$ cat config.mk
export PLATFORM = sky130hd
export DESIGN_NAME = xor_stream_decoder_flat
export DESIGN_NICKNAME = d
export VERILOG_FILES = /design/src/rtl/xor_stream_decoder_if.sv /design/src/rtl/xor_stream_decoder.sv /design/src/flat_wrapper.sv
export SDC_FILE = /design/constraint.sdc
export NUM_CORES = 1
export LEC_CHECK = 0
export BUFFER_PORTS_ARGS = -buffer_cell sky130_fd_sc_hd__buf_4
export CAP_MARGIN = 25
export CORE_ASPECT_RATIO = 1.2
export CORE_MARGIN = 2
export CORE_UTILIZATION = 48
export CTS_BUF_LIST = sky130_fd_sc_hd__clkbuf_8
export CTS_CLUSTER_DIAMETER = 40
export CTS_CLUSTER_SIZE = 20
export DETAILED_ROUTE_END_ITERATION = 16
export GPL_ROUTABILITY_DRIVEN = 1
export GPL_TIMING_DRIVEN = 1
export PLACE_DENSITY = 0.78
export SLEW_MARGIN = 20
export SYNTH_ARGS = -nofsm -noshare
export SYNTH_HDL_FRONTEND = slang
export SYNTH_SLANG_ARGS = --single-unit
$ cat constraint.sdc
create_clock -name clk -period 1.6 [get_ports clk]
set_input_delay 0 -clock clk [delete_from_list [all_inputs] [get_ports clk]]
set_output_delay 0 -clock clk [all_outputs]
set_load 0.1 [all_outputs]
$ cat src/rtl/xor_stream_decoder_if.sv
`default_nettype none
// ============================================================================
// Module      : xor_stream_decoder_if
// Description : Valid/ready stream bundle for the XOR keystream decoder.
//               Carries the encoded input word and the decoded output word.
// Revision    : 1.0 - initial release
// ============================================================================
interface xor_stream_decoder_if;
    logic        in_valid;
    logic        in_ready;
    logic [31:0] in_data;
    logic        out_valid;
    logic        out_ready;
    logic [31:0] out_data;

    // Decoder side: consumes encoded words, produces decoded words
    modport slave (
        input  in_valid,
        input  in_data,
        input  out_ready,
        output in_ready,
        output out_valid,
        output out_data
    );

    // Environment side: supplies encoded words, takes decoded words
    modport master (
        output in_valid,
        output in_data,
        output out_ready,
        input  in_ready,
        input  out_valid,
        input  out_data
    );
endinterface
`default_nettype wire

$ cat src/rtl/xor_stream_decoder.sv
`default_nettype none
// ============================================================================
// Module      : xor_stream_decoder
// Description : Decodes 32-bit words XOR-encoded against a 32-bit LFSR
//               keystream regenerated from a shared seed. One registered
//               output stage, one word in flight, valid/ready on both sides.
// Revision    : 1.0 - initial release
// ============================================================================
module xor_stream_decoder #(
    parameter int          CNT_W     = 16,
    parameter logic [31:0] AUTO_SEED = 32'h0
) (
    input  wire logic              clk,
    input  wire logic              rst_n,
    input  wire logic              seed_load_i,
    input  wire logic [31:0]       seed_i,
    xor_stream_decoder_if.slave    s_if,
    output      logic [CNT_W-1:0]  word_cnt_o,
    output      logic              seed_err_o
);

    localparam logic [0:0] ST_IDLE = 1'b0;
    localparam logic [0:0] ST_RUN  = 1'b1;

    // A non-zero AUTO_SEED lets the block come out of reset already decoding
    localparam logic [0:0] RST_STATE = (AUTO_SEED != 32'h0) ? ST_RUN : ST_IDLE;

    logic [0:0]       state_q,     state_d;
    logic [31:0]      lfsr_q,      lfsr_d;
    logic [CNT_W-1:0] cnt_q,       cnt_d;
    logic             out_valid_q, out_valid_d;
    logic [31:0]      out_data_q,  out_data_d;
    logic             seed_err_q,  seed_err_d;

    logic             w_in_ready;
    logic             w_accept;
    logic             w_seed_ok;
    logic             w_fb;

    // A zero seed would lock the LFSR at zero, so it is rejected
    assign w_seed_ok = seed_load_i && (seed_i != 32'h0);
    assign w_accept  = s_if.in_valid && w_in_ready;
    assign w_fb      = lfsr_q[31] ^ lfsr_q[21] ^ lfsr_q[1] ^ lfsr_q[0];

    // State register
    always_ff @(posedge clk or negedge rst_n) begin
        if (!rst_n) begin
            state_q <= RST_STATE;
        end else begin
            state_q <= state_d;
        end
    end

    // Next state: any valid seed puts the block in RUN; only reset returns to IDLE
    always_comb begin
        state_d = state_q;
        if (w_seed_ok) begin
            state_d = ST_RUN;
        end
    end

    // Input ready: a seed load takes priority over accepting a word
    always_comb begin
        w_in_ready = (state_q == ST_RUN) && !seed_load_i &&
                     (!out_valid_q || s_if.out_ready);
    end

    // Datapath next values: keystream, counter, output stage, seed error pulse
    always_comb begin
        lfsr_d      = lfsr_q;
        cnt_d       = cnt_q;
        out_valid_d = out_valid_q;
        out_data_d  = out_data_q;
        seed_err_d  = seed_load_i && (seed_i == 32'h0);
        if (w_seed_ok) begin
            lfsr_d = seed_i;
            cnt_d  = '0;
        end
        if (w_accept) begin
            // Key is the LFSR value before this word's advance
            out_data_d  = s_if.in_data ^ lfsr_q;
            out_valid_d = 1'b1;
            cnt_d       = cnt_q + CNT_W'(1);
            lfsr_d      = {lfsr_q[30:0], w_fb};
        end else if (s_if.out_ready) begin
            out_valid_d = 1'b0;
        end
    end

    // Datapath registers
    always_ff @(posedge clk or negedge rst_n) begin
        if (!rst_n) begin
            lfsr_q      <= AUTO_SEED;
            cnt_q       <= '0;
            out_valid_q <= 1'b0;
            out_data_q  <= 32'h0;
            seed_err_q  <= 1'b0;
        end else begin
            lfsr_q      <= lfsr_d;
            cnt_q       <= cnt_d;
            out_valid_q <= out_valid_d;
            out_data_q  <= out_data_d;
            seed_err_q  <= seed_err_d;
        end
    end

    assign s_if.in_ready  = w_in_ready;
    assign s_if.out_valid = out_valid_q;
    assign s_if.out_data  = out_data_q;
    assign word_cnt_o     = cnt_q;
    assign seed_err_o     = seed_err_q;

endmodule
`default_nettype wire

$ cat src/flat_wrapper.sv
// flat-port wrapper written by rule: the top's interface ports become plain ports
module xor_stream_decoder_flat 
#(
    parameter int          CNT_W     = 16,
    parameter logic [31:0] AUTO_SEED = 32'h0
)
  (clk, rst_n, seed_load_i, seed_i, word_cnt_o, seed_err_o, s_if_in_valid, s_if_in_data, s_if_out_ready, s_if_in_ready, s_if_out_valid, s_if_out_data);
  xor_stream_decoder_if s_if_i ();
  input  wire logic clk;
  input  wire logic rst_n;
  input  wire logic seed_load_i;
  input  wire logic [31:0] seed_i;
  output      logic [CNT_W-1:0] word_cnt_o;
  output      logic seed_err_o;
  input wire logic [$bits(s_if_i.in_valid)-1:0] s_if_in_valid;
  input wire logic [$bits(s_if_i.in_data)-1:0] s_if_in_data;
  input wire logic [$bits(s_if_i.out_ready)-1:0] s_if_out_ready;
  output wire logic [$bits(s_if_i.in_ready)-1:0] s_if_in_ready;
  output wire logic [$bits(s_if_i.out_valid)-1:0] s_if_out_valid;
  output wire logic [$bits(s_if_i.out_data)-1:0] s_if_out_data;
  assign s_if_i.in_valid = s_if_in_valid;
  assign s_if_i.in_data = s_if_in_data;
  assign s_if_i.out_ready = s_if_out_ready;
  assign s_if_in_ready = s_if_i.in_ready;
  assign s_if_out_valid = s_if_i.out_valid;
  assign s_if_out_data = s_if_i.out_data;
  xor_stream_decoder #(.CNT_W(CNT_W), .AUTO_SEED(AUTO_SEED)) u_core (.clk(clk), .rst_n(rst_n), .seed_load_i(seed_load_i), .seed_i(seed_i), .s_if(s_if_i), .word_cnt_o(word_cnt_o), .seed_err_o(seed_err_o));
endmodule
# Word level (Yosys, flattened, before mapping)
# Cells that the tools add are included.
# W data, S select, Z words.
dict set report classes {
  addsub 1
  mux 6
  n_bitwise 4
  reduce_logical 12
}
# op n
set ops {}
lappend ops {{$mux W32} 2}
lappend ops {{$logic_not A32 Y1} 1}
lappend ops {{$mux W16} 2}
lappend ops {{$reduce_bool A32 Y1} 1}
lappend ops {{$xor A32 B32 Y32} 1}
lappend ops {{$add A16 B1 Y16 const B} 1}
lappend ops {{$logic_and A1 B1 Y1} 5}
lappend ops {{$reduce_bool A2 Y1} 2}
lappend ops {{$xor A1 B1 Y1} 3}
lappend ops {{$logic_not A1 Y1} 2}
lappend ops {{$mux W1} 2}
lappend ops {{$logic_or A1 B1 Y1} 1}
dict set report word_totals {
  ff_bits 83
  in_bits 69
  output_inout_bits 51
  word_cells 29
}

# Logic depth before layout (Yosys ltp)
# Gate-level depths: netlist (run 1).
dict set report logic_depth {
  word_depth 5
  depth_mapped 8
  depth_no_buf 6
}

# Worst setup path after synthesis (run 1)
# OpenSTA, ideal clock, no wires.
dict set report synth_timing {
  kind {reg2reg}
  start {register u_core.out_valid_q (netlist: u_core.s_if.out_valid)}
  end {register u_core.lfsr_q[0]}
  setup_time_ps 128
  arrival_time_ps 2515
  path_slack_ps -1043
  stages_incl_launch_ff 7
  n_path_buf 1
  path_cell_list {dfrtp_1 > nand2b_1 > and3_1 > nand2_2 > buf_2 > o31ai_1 > nor3_1}
}
dict set report synth_via {
  elab_chain_cells 5
}
# item line_no
set synth_lines {}
lappend synth_lines {{start, declared} xor_stream_decoder.sv:31} ;# logic out_valid_q, out_valid_d;
lappend synth_lines {{start signal, assigned} xor_stream_decoder.sv:101} ;# out_valid_q <= out_valid_d;
lappend synth_lines {{$logic_not A1 Y1 *} xor_stream_decoder.sv:65} ;# (!out_valid_q || s_if.out_ready);
lappend synth_lines {{$logic_or A1 B1 Y1 *} xor_stream_decoder.sv:65}
lappend synth_lines {{$logic_and A1 B1 Y1 *} xor_stream_decoder.sv:64} ;# w_in_ready = (state_q == ST_RUN) && !seed_load_i &&
lappend synth_lines {{net s_if_in_ready} flat_wrapper.sv:18} ;# output wire logic [$bits(s_if_i.in_ready)-1:0] s_if_in_ready;
lappend synth_lines {{$logic_and A1 B1 Y1 *} xor_stream_decoder.sv:42} ;# assign w_accept = s_if.in_valid && w_in_ready;
lappend synth_lines {{$mux W32 / $reduce_bool A2 Y1 (equally long branches)} --}
lappend synth_lines {{end signal, assigned} xor_stream_decoder.sv:99} ;# lfsr_q <= lfsr_d;
lappend synth_lines {{end, declared} xor_stream_decoder.sv:29} ;# logic [31:0] lfsr_q, lfsr_d;
# The timed path passes the listed nets; every way through them passes the cells marked *.
# A chain may end at the register's enable or synchronous reset.

# Final worst setup path (run 1)
dict set report layout_timing {
  start {register u_core.out_valid_q (netlist: u_core.s_if.out_valid)}
  end {register u_core.cnt_q[7] (netlist: u_core.word_cnt_o[7])}
}
dict set report layout_via {
  elab_chain_cells 5
}
# item line_no
set layout_lines {}
lappend layout_lines {{$logic_not A1 Y1 *} xor_stream_decoder.sv:65}
lappend layout_lines {{$logic_or A1 B1 Y1 *} xor_stream_decoder.sv:65}
lappend layout_lines {{$logic_and A1 B1 Y1 *} xor_stream_decoder.sv:64}
lappend layout_lines {{$logic_and A1 B1 Y1 *} xor_stream_decoder.sv:42}
lappend layout_lines {{$mux W16 / $reduce_bool A2 Y1 (equally long branches)} --}
lappend layout_lines {{end signal, assigned} xor_stream_decoder.sv:100} ;# cnt_q <= cnt_d;
lappend layout_lines {{end, declared} xor_stream_decoder.sv:30} ;# logic [CNT_W-1:0] cnt_q, cnt_d;
# Every way passes the cells marked *; elsewhere a longest branch is shown, timed or not.

==> results of run 1 <==
[tightest hold or removal path: cells and delay by family]
kind | cells | cell delay [ps]
buffers and inverters | 1 | 90
and+or+nand+nor | 3 | 310
[routing by layer]
metal	GRT usage (%)	vias to the layer above	share of wire (%)
li1	-	1799	-
met1	35.4	1884	41
met2	43.0	170	51
met3	4.32	30	5.9
met4	11.4	0	2.4
met5	0	-	0
[state kept, by name, summed over array words and instances, names as in the netlist]
name / count
u_core.lfsr_q: 32
u_core.s_if.out_data: 32
u_core.word_cnt_o: 16
u_core.s_if.out_valid: 1
u_core.seed_err_o: 1
u_core.state_q: 1
[final timing paths]
| path | startpoint | to | slack [ps] | depth (start not counted) |
|---|---|---|---|---|
| setup / recovery | u_core.s_if.out_valid$_DFFE_PN0P_ | u_core.word_cnt_o[7]$_DFFE_PN0P_ | 40 | 5 |
| hold / removal | seed_i[6] | u_core.seed_err_o$_DFF_PN0_ | 70 | 4 |
| setup reg to reg | u_core.s_if.out_valid$_DFFE_PN0P_ | u_core.word_cnt_o[7]$_DFFE_PN0P_ | 40 | 5 |
| hold reg to reg | u_core.state_q$_DFFE_PN0P_ | u_core.state_q$_DFFE_PN0P_ | 530 | 1 |
| max in group asynchronous | rst_n | u_core.s_if.out_data[19]$_DFFE_PN0P_ | 790 | 3 |
| min in group asynchronous | rst_n | u_core.s_if.out_data[9]$_DFFE_PN0P_ | 160 | 2 |
[final cells by class]
| type | count | area share (%) |
|---|---|---|
| clock buffers | 10 | 2.26 |
| clock inverters | 6 | 0.780 |
| inverters | 6 | 0.370 |
| multi-input cells | 285 | 29.5 |
| flip-flops and latches | 83 | 34.9 |
| well taps | 95 | 1.95 |
| repair buffers | 208 | 30.2 |
[stage by stage]
| step | hold WS (ps) | std cells | total power [uW] | worst slack, ps | util, % |
|---|---|---|---|---|---|
| detailed placement | 33.3 | 603 | 5350 | 42.9 | 64.0 |
| finish | 72.9 | 693 | 6950 | 42.6 | 76.0 |
| floorplan | -296 | 399 | 4640 | -144 | - |
| global route | 59.1 | 693 | 7230 | -7.06 | 76.0 |
| CTS | 4.57 | 686 | 6910 | 29.6 | 74.7 |
| global placement | 32.9 | 603 | 5300 | 63.3 | 64.0 |
[placed cells by master, fill, tap and decap left out, drive strengths merged]
master,count
buf,140
dfrtp,83
dlygate4sd3,67
nand2,43
nor2,41
xnor2,34
a21oi,32
o21ai,32
a22oi,31
nor3,11
clkbuf,11
nand3,10
nor4,9
a211o,8
inv,8
and3,7
nand4,6
mux2i,4
nand2b,3
clkinv,3
o22ai,2
nor3b,2
and4,1
o21a,1
a21o,1
a221o,1
nand3b,1
a21bo,1
xor2,1
mux2,1
o31ai,1
ha,1
clkinvlp,1
[logic make-up after synthesis]
| group | count (synthesis) | synth area share (%) |
|---|---|---|
| and+or+nand+nor | 134 | 16.7 |
| AOI/OAI and AO/OA | 110 | 17.3 |
| DFF | 83 | 52.9 |
| xor gates and xnor gates | 35 | 7.81 |
| buffers and inverters | 31 | 3.67 |
| muxes | 5 | 1.31 |
| adders and majority gates | 1 | 0.319 |
[repair_timing]
action	in CTS	in global routing
endpoints found under the hold margin	107	0
gates resized for setup	0	8
buffers inserted	0	6
hold buffers	67	0
endpoints found under the setup margin	0	48
[where the power goes]
part           switching, uW  internal, uW  leakage, uW
Clock                    823           620    0.0000933
Sequential               249          2400     0.000965
Combinational           2040           819      0.00171
Total                   3110          3840      0.00277
==> impl_metrics.csv, run 1 <==
group,metric,value,unit
synth,ys_seq_area_share,52.9,%
power,peakVddDrop,575,uV
clock_network,clockBufferDepth,2,
timing,setup_violations,0,
synth,async_flop_share,100,%
worst_setup_path,path_class,"flop to flop",
synth,ys.flop_type,"dfrtp_1",
outcome,outcome,"finished, final reports clean",
synth,yosysUniqueCellTypes,40,
routing,first_pass_iters,5,
final_layout,drive_gt1_share,32.3,%
floorplan,initial_core_util,49.0,%
final_layout,antenna_cells,0,
worst_setup_path,max_stage_delay,490,ps
timing,tightest_slew,584,ps
worst_setup_path,slowest_stage,"dfrtp_4",
synth,yosysWarnings,0,
floorplan,fp-row-count,36,
routing,wire_per_inst,16.9,microns
power,leakage,0.00277,uW
place,dp_hpwl,7.07,mm
clock_network,cts_inserted_buffers,9,
floorplan,die_h,103,microns
worst_setup_path,crit_family,"flip-flops",
final_layout,area_growth,55.3,%
synth,avgSynthCellArea,9.84,sq um
global_route,antenna_found_initial,0,
global_route,overflow,0,
floorplan,die-area,8920,sq um
timing,fin_crit_sh,97.3,%
synth,synth_most_common_cell,"dfrtp_1",
floorplan,die_x,86.6,microns
routing,drcViolationCount,0,
synth,synthCells,399,
final_layout,final_cell_area,6090,sq um
timing,fin_tns_setup,0,ps
floorplan,core_region_area,8020,sq um
worst_setup_path,crit_required,1840,ps
synth,synth_top_cell_area_share,52.9,%
routing,routed_wl,11.7,mm
flow_run,drv_cap,0,
worst_setup_path,worstSetupEndpointType,"flop",
hold_path,min_path_type,"primary input to flop",
final_layout,seq_area,2130,sq um
global_route,grt_pass1_wl,18.4,mm
synth,synthesis.area,3930,sq um
synth,synth_largest_area_cell,"dfrtp_1",
final_layout,nets,663,
floorplan,io_pins,120,
worst_setup_path,crit_fanout,7,
place,place_area,5130,sq um
final_layout,fillers,513,
timing,hold_violations,0,
power,power_per_cell_area,1140,nW/um^2
clock_network,cts.root.buffer_cell,"clkbuf_8",
global_route,grt_max_degree,48,
routing,first_iter_violations,289,
timing,post-route-min-period,1560,ps
clock_network,cts_tree,"yes",
timing,report.final.slew_viol_count,0,
routing,ant_nets,0,
final_layout,multi_input_area,1800,sq um
clock_network,clkTransAtPathRegs,80,ps
synth,ys_ff_latch,83,
worst_setup_path,critical_path.cell_chain,"nand2b_4 -> and4_4 -> nor2_4 -> buf_4 -> a221o_2",
timing,fmax,642,MHz
clock_network,cts_htree_levels,3,
global_route,track_usage,26.5,%
synth,synth.cells.most_frequent,"dfrtp_1 (83), nand2_1 (42), nor2_1 (40)",
timing,skew,12.2,ps
worst_setup_path,critPathLaunchType,"flop",
timing,max_slew_margin,61.1,%
synth,syn_nets,469,
global_route,grt_pass1_vias,3734,
routing,viasPerCell,5.60,
worst_setup_path,critPathBufInv,1,
worst_setup_path,cp.arrival,1800,ps
clock_network,numClockSinks,83,
clock_network,clock_latency,360,ps
place,portBuffers,119,
synth,synth_edf_count,0,
synth,yosys-top-cells-area,"dfrtp_1 (53%), xnor2_1 (7.6%), a22oi_1 (5.9%)",
routing,vias,3883,
place,gp_congestion,0.815,
Note: power is estimated with default switching activity, not from simulation.
==> run 2: changes to the inputs <==
CORE_UTILIZATION = 41   (was 48)
PLACE_DENSITY = 0.69   (was 0.78)
REMOVE_ABC_BUFFERS = 1   (was unset)
==> run 2 against run 1 <==
Effect of this change: non-clock buffer count rose by 6; highest routed layer unchanged; clock-buffer cell count stayed put; die area grew 16%; sequential share of layout area shrank 0.24 points; cell count increased by 4.8%; largest power group unchanged; clock power fell by 11%; register-to-register slack about the same; setup slack worse by 10 ps.
==> impl_metrics.csv, run 2 (synthesis results as in run 1) <==
group,metric,value,unit
global_route,grt_pass1_wl,17.9,mm
timing,hold_violations,0,
floorplan,die-area,10400,sq um
clock_network,cts.root.buffer_cell,"clkbuf_8",
final_layout,area_growth,52.9,%
global_route,track_usage,21.6,%
timing,post-route-min-period,1570,ps
worst_setup_path,crit_fanout,3,
floorplan,initial_core_util,41.7,%
worst_setup_path,cp.arrival,1800,ps
timing,fin_crit_sh,98.0,%
timing,max_slew_margin,65.3,%
clock_network,cts_inserted_buffers,9,
timing,report.final.slew_viol_count,0,
place,portBuffers,119,
timing,fmax,638,MHz
floorplan,die_x,93.3,microns
global_route,antenna_found_initial,0,
final_layout,nets,669,
place,gp_congestion,0.868,
routing,routed_wl,11.1,mm
power,peakVddDrop,580,uV
clock_network,cts_tree,"yes",
global_route,grt_pass1_vias,3763,
final_layout,fillers,763,
final_layout,instances_no_fill,726,
final_layout,layout_common_cells,"buf_4 (142), dfrtp_1 (82), dlygate4sd3_1 (66)",
place,place_area,5100,sq um
global_route,overflow,0,
final_layout,drive_gt1_share,29.4,%
place,dp_hpwl,7.30,mm
hold_path,min_path_type,"primary input to flop",
global_route,grt_max_degree,65,
power,leakage,0.00281,uW
power,power_per_cell_area,1120,nW/um^2
routing,vias,3744,
floorplan,core_region_area,9420,sq um
timing,setup_violations,0,
floorplan,io_pins,120,
worst_setup_path,worstSetupEndpointType,"flop",
timing,fin_tns_setup,0,ps
clock_network,clockBufferDepth,2,
flow_run,drv_cap,0,
outcome,outcome,"finished, final reports clean",
final_layout,layout_commonest_cell,"buf_4",
worst_setup_path,critPathLaunchType,"flop",
floorplan,die_h,111,microns
routing,drcViolationCount,0,
clock_network,clkTransAtPathRegs,80,ps
routing,viasPerCell,5.16,
final_layout,antenna_cells,0,
clock_network,clock_latency,340,ps
routing,ant_nets,0,
routing,first_pass_iters,4,
worst_setup_path,path_class,"flop to flop",
timing,rsz0062_at_grt,"yes",
clock_network,cts_htree_levels,3,
timing,skew,8.56,ps
timing,setup_ws,32.6,ps
routing,first_iter_violations,211,
timing,tightest_slew,516,ps
place,post-place-cells,640,
place,pre_cts_ws,-138,ps
routing,wire_per_inst,15.3,microns
worst_setup_path,crit_required,1830,ps
floorplan,fp-row-count,39,
final_layout,final_cell_area,6000,sq um
clock_network,numClockSinks,83,
run 2: cell count changes in the layout (fill, tap and decap cells not counted), sizes merged:
cell | before | now
buf | 140 | 148
clkbuf | 11 | 10
clkinvlp | 1 | 0
dlygate4sd3 | 67 | 66
run 2: timing repair:
item                                    in CTS  in global routing
setup buffers                                0                  5
pin swaps                                    2                  4
endpoints found under the hold margin      148                  0
gates cloned                                 0                  0
resized for setup                            1                 11
endpoints found under the setup margin       3                 12
hold buffers                                66                  0
run 2: area by class of cell:
type	instances	area, sq um	area share, %
Tap cell	123	154	2.57
Sequential cell	83	2080	34.6
Multi-Input combinational cell	285	1750	29.1
Clock buffer	10	138	2.29
Inverter	6	22.5	0.375
Timing Repair Buffer	214	1840	30.6
Clock inverter	5	22.5	0.375
run 2: critical path, stage by stage, from the launching register on:
cell     delay (ps)
dfrtp_1         440
nand4_4         120
nor4_4          370
nand3_2         120
and3_1          190
a211o_1         220
run 2: routing by layer:
metal	GRT usage, %	vias to the layer above	part of all wire [%]
met5	0	-	0
met4	9.61	0	2.8
met3	3.94	25	6.0
met2	35.3	127	50
met1	27.6	1787	41
li1	-	1805	-
run 2: path summary, 6_finish.rpt:
check,from,cells past startpoint,endpoint,slack (ps)
setup reg to reg,u_core.word_cnt_o[9]$_DFFE_PN0P_,5,u_core.word_cnt_o[15]$_DFFE_PN0P_,30
setup / recovery,u_core.word_cnt_o[9]$_DFFE_PN0P_,5,u_core.word_cnt_o[15]$_DFFE_PN0P_,30
max in group asynchronous,rst_n,3,u_core.lfsr_q[14]$_DFFE_PN0P_,900
hold / removal,seed_load_i,3,u_core.seed_err_o$_DFF_PN0_,40
hold reg to reg,u_core.state_q$_DFFE_PN0P_,1,u_core.state_q$_DFFE_PN0P_,510
min in group asynchronous,rst_n,2,u_core.word_cnt_o[12]$_DFFE_PN0P_,100
run 2: metrics by stage:
step	total power [uW]	hold slack (ps)	util, %
global placement	5290	-60.9	54.1
floorplan	4570	-296	-
CTS	6750	16.2	62.9
finish	6710	43.7	63.7
global route	7040	57.9	63.7
detailed placement	5330	-63.3	54.1
run 2: report_power, final:
| part | switching [uW] | internal (uW) |
|---|---|---|
| Clock | 704 | 579 |
| Combinational | 2010 | 794 |
| Sequential | 233 | 2390 |
==> run 3: changes to the inputs <==
CORE_MARGIN = unset   (was 2)
SKIP_LAST_GASP = 1   (was unset)
==> run 3 against run 2 <==
Effect of this change: register-to-register slack hardly changed; wire length is 6.1% higher; critical path type is now primary input to flop; clock skew fell by 1.3 ps; core utilization up 3.8 points; via count increased by 2.6%; power grew 7.3%; clock power up 34%; sequential power is essentially flat; combinational power increased by 2%; setup slack lost 19 ps.
==> impl_metrics.csv, run 3 (synthesis results as in run 1) <==
group,metric,value,unit
routing,first_iter_violations,200,
routing,routed_wl,11.8,mm
floorplan,die_x,91.3,microns
global_route,grt_max_degree,75,
global_route,overflow,0,
floorplan,io_pins,120,
floorplan,fp-row-count,38,
power,leakage,0.00287,uW
clock_network,clkTransAtPathRegs,90,ps
global_route,track_usage,23.6,%
timing,max_slew_margin,63.0,%
worst_setup_path,crit_required,1890,ps
global_route,antenna_found_initial,0,
final_layout,antenna_cells,0,
global_route,grt_pass1_vias,3794,
power,power,7210,uW
power,power.internal,4170,uW
worst_setup_path,cp-endpoint,"u_core.word_cnt_o[5]$_DFFE_PN0P_",
timing,fin_tns_setup,0,ps
power,power_per_cell_area,1160,nW/um^2
worst_setup_path,r2r-end,"u_core.word_cnt_o[15]$_DFFE_PN0P_",
clock_network,cts_htree_levels,3,
place,gp_congestion,0.840,
routing,first_pass_iters,5,
power,peakVddDrop,611,uV
timing,fin_crit_sh,99.1,%
worst_setup_path,cp.arrival,1880,ps
power,clock_power_share,23.9,%
final_layout,layout_common_cells,"buf_4 (140), dfrtp_1 (79), dlygate4sd3_1 (65)",
outcome,outcome,"finished, final reports clean",
timing,tightest_slew,555,ps
final_layout,fillers,701,
timing,setup_violations,0,
final_layout,layout_commonest_cell,"buf_4",
timing,report.final.slew_viol_count,0,
floorplan,initial_core_util,42.8,%
worst_setup_path,cp-startpoint,"seed_i[28]",
place,dp_hpwl,7.38,mm
routing,drcViolationCount,0,
hold_path,min_from,"seed_load_i",
flow_run,drv_cap,0,
global_route,grt_pass1_wl,18.3,mm
worst_setup_path,worstSetupEndpointType,"flop",
clock_network,cts_inserted_buffers,9,
power,power_switching,3040,uW
routing,ant_nets,0,
final_layout,nets,672,
timing,hold_violations,0,
timing,fmax,631,MHz
worst_setup_path,critPathLaunchType,"primary input",
routing,vias,3843,
worst_setup_path,path_class,"primary input to flop",
clock_network,cts_tree,"yes",
final_layout,drive_gt1_share,31.3,%
clock_network,numClockSinks,83,
timing,skew,7.27,ps
power,power.share.combinational,39.6,%
clock_network,cts.root.buffer_cell,"clkbuf_8",
worst_setup_path,rr_worst_depth,6,
floorplan,die-area,9970,sq um
worst_setup_path,r2r-start,"u_core.word_cnt_o[1]$_DFFE_PN0P_",
worst_setup_path,rrSetupSlack,20,ps
timing,rsz0062_at_grt,"yes",
place,portBuffers,119,
power,switching_share,42.2,%
routing,wire_per_inst,16.2,microns
routing,viasPerCell,5.29,
clock_network,clock_latency,360,ps
hold_path,min_path_type,"primary input to flop",
clock_network,clockBufferDepth,2,
power,pwr-share-seq,36.5,%
worst_setup_path,crit_fanout,6,
floorplan,die_h,109,microns
timing,post-route-min-period,1590,ps
floorplan,core_region_area,9180,sq um
final_layout,area_growth,57.9,%
-- run 3: cell types whose count changed in the layout (fill, tap and decap cells not counted), sizes merged --
cell          delta
buf              +2
bufinv           +2
clkbuf           +2
clkinv           -2
clkinvlp         +1
dlygate4sd3      -1
dlymetal6s4s     +1
inv              -1
-- run 3: worst min path at each step --
stage | slack, ps | to | depth (start not counted)
final | 20 | u_core.seed_err_o$_DFF_PN0_ | 3
after global routing | 50 | u_core.seed_err_o$_DFF_PN0_ | 3
after CTS | 3 | u_core.seed_err_o$_DFF_PN0_ | 4
after detailed placement | 30 | u_core.s_if.out_data[24]$_DFFE_PN0P_ | 1
after global placement | 20 | u_core.s_if.out_data[24]$_DFFE_PN0P_ | 1
after floorplan | -300 | u_core.lfsr_q[0]$_DFFE_PN0P_ | 0
-- run 3: layout make-up --
cell class                      count  area, sq um  area share [%]
Multi-Input combinational cell    285         1820            29.3
Timing Repair Buffer              217         1900            30.6
Clock buffer                       11          151            2.44
Tap cell                          120          150            2.42
Clock inverter                      5         76.3            1.23
Inverter                            6         22.5           0.363
Sequential cell                    83         2080            33.6
-- run 3: what timing repair did --
action | 4_1_cts | 5_1_grt
buffers inserted | 0 | 6
gates resized for setup | 1 | 26
hold buffers | 66 | 0
endpoints found under the setup margin | 2 | 48
cloned | 0 | 2
pin swaps | 1 | 10
hold endpoints to repair | 103 | 0
-- run 3: layer usage --
layer	global-route usage, %	wire [microns]	vias up	part of all wire (%)
met3	3.35	616	31	5.2
met2	40.2	6050	146	51
met5	0	0	-	0
li1	-	-	1814	-
met4	11.8	342	0	2.9
met1	29.5	4800	1852	41
-- run 3: critical path, stage by stage --
cell	delay, ps
dlygate4sd3_1	540
buf_4	150
nor4_4	220
nand4_1	240
o21a_4	320
buf_6	140
mux2i_1	130
a21bo_2	140
-- run 3: metrics by stage --
stage	instance area [sq um]	std cells	setup WS, ps	utilization, %	hold slack (ps)
after global routing	6200	727	-87.3	67.5	47.1
final	6200	727	14.0	67.5	24.0
after global placement	5130	641	-145	56.0	23.4
after CTS	6030	723	4.99	65.7	2.75
after floorplan	3800	374	-2380	-	-296
after detailed placement	5130	641	-168	56.0	25.9
-- run 3: power by group through the flow --
stage,combinational [uW],clock [uW],sequential [uW]
after detailed placement,2680,0,2660
after floorplan,514,0,4060
after CTS,2810,1760,2620
after global placement,2660,0,2650
after global routing,2990,1840,2670
final,2860,1720,2630
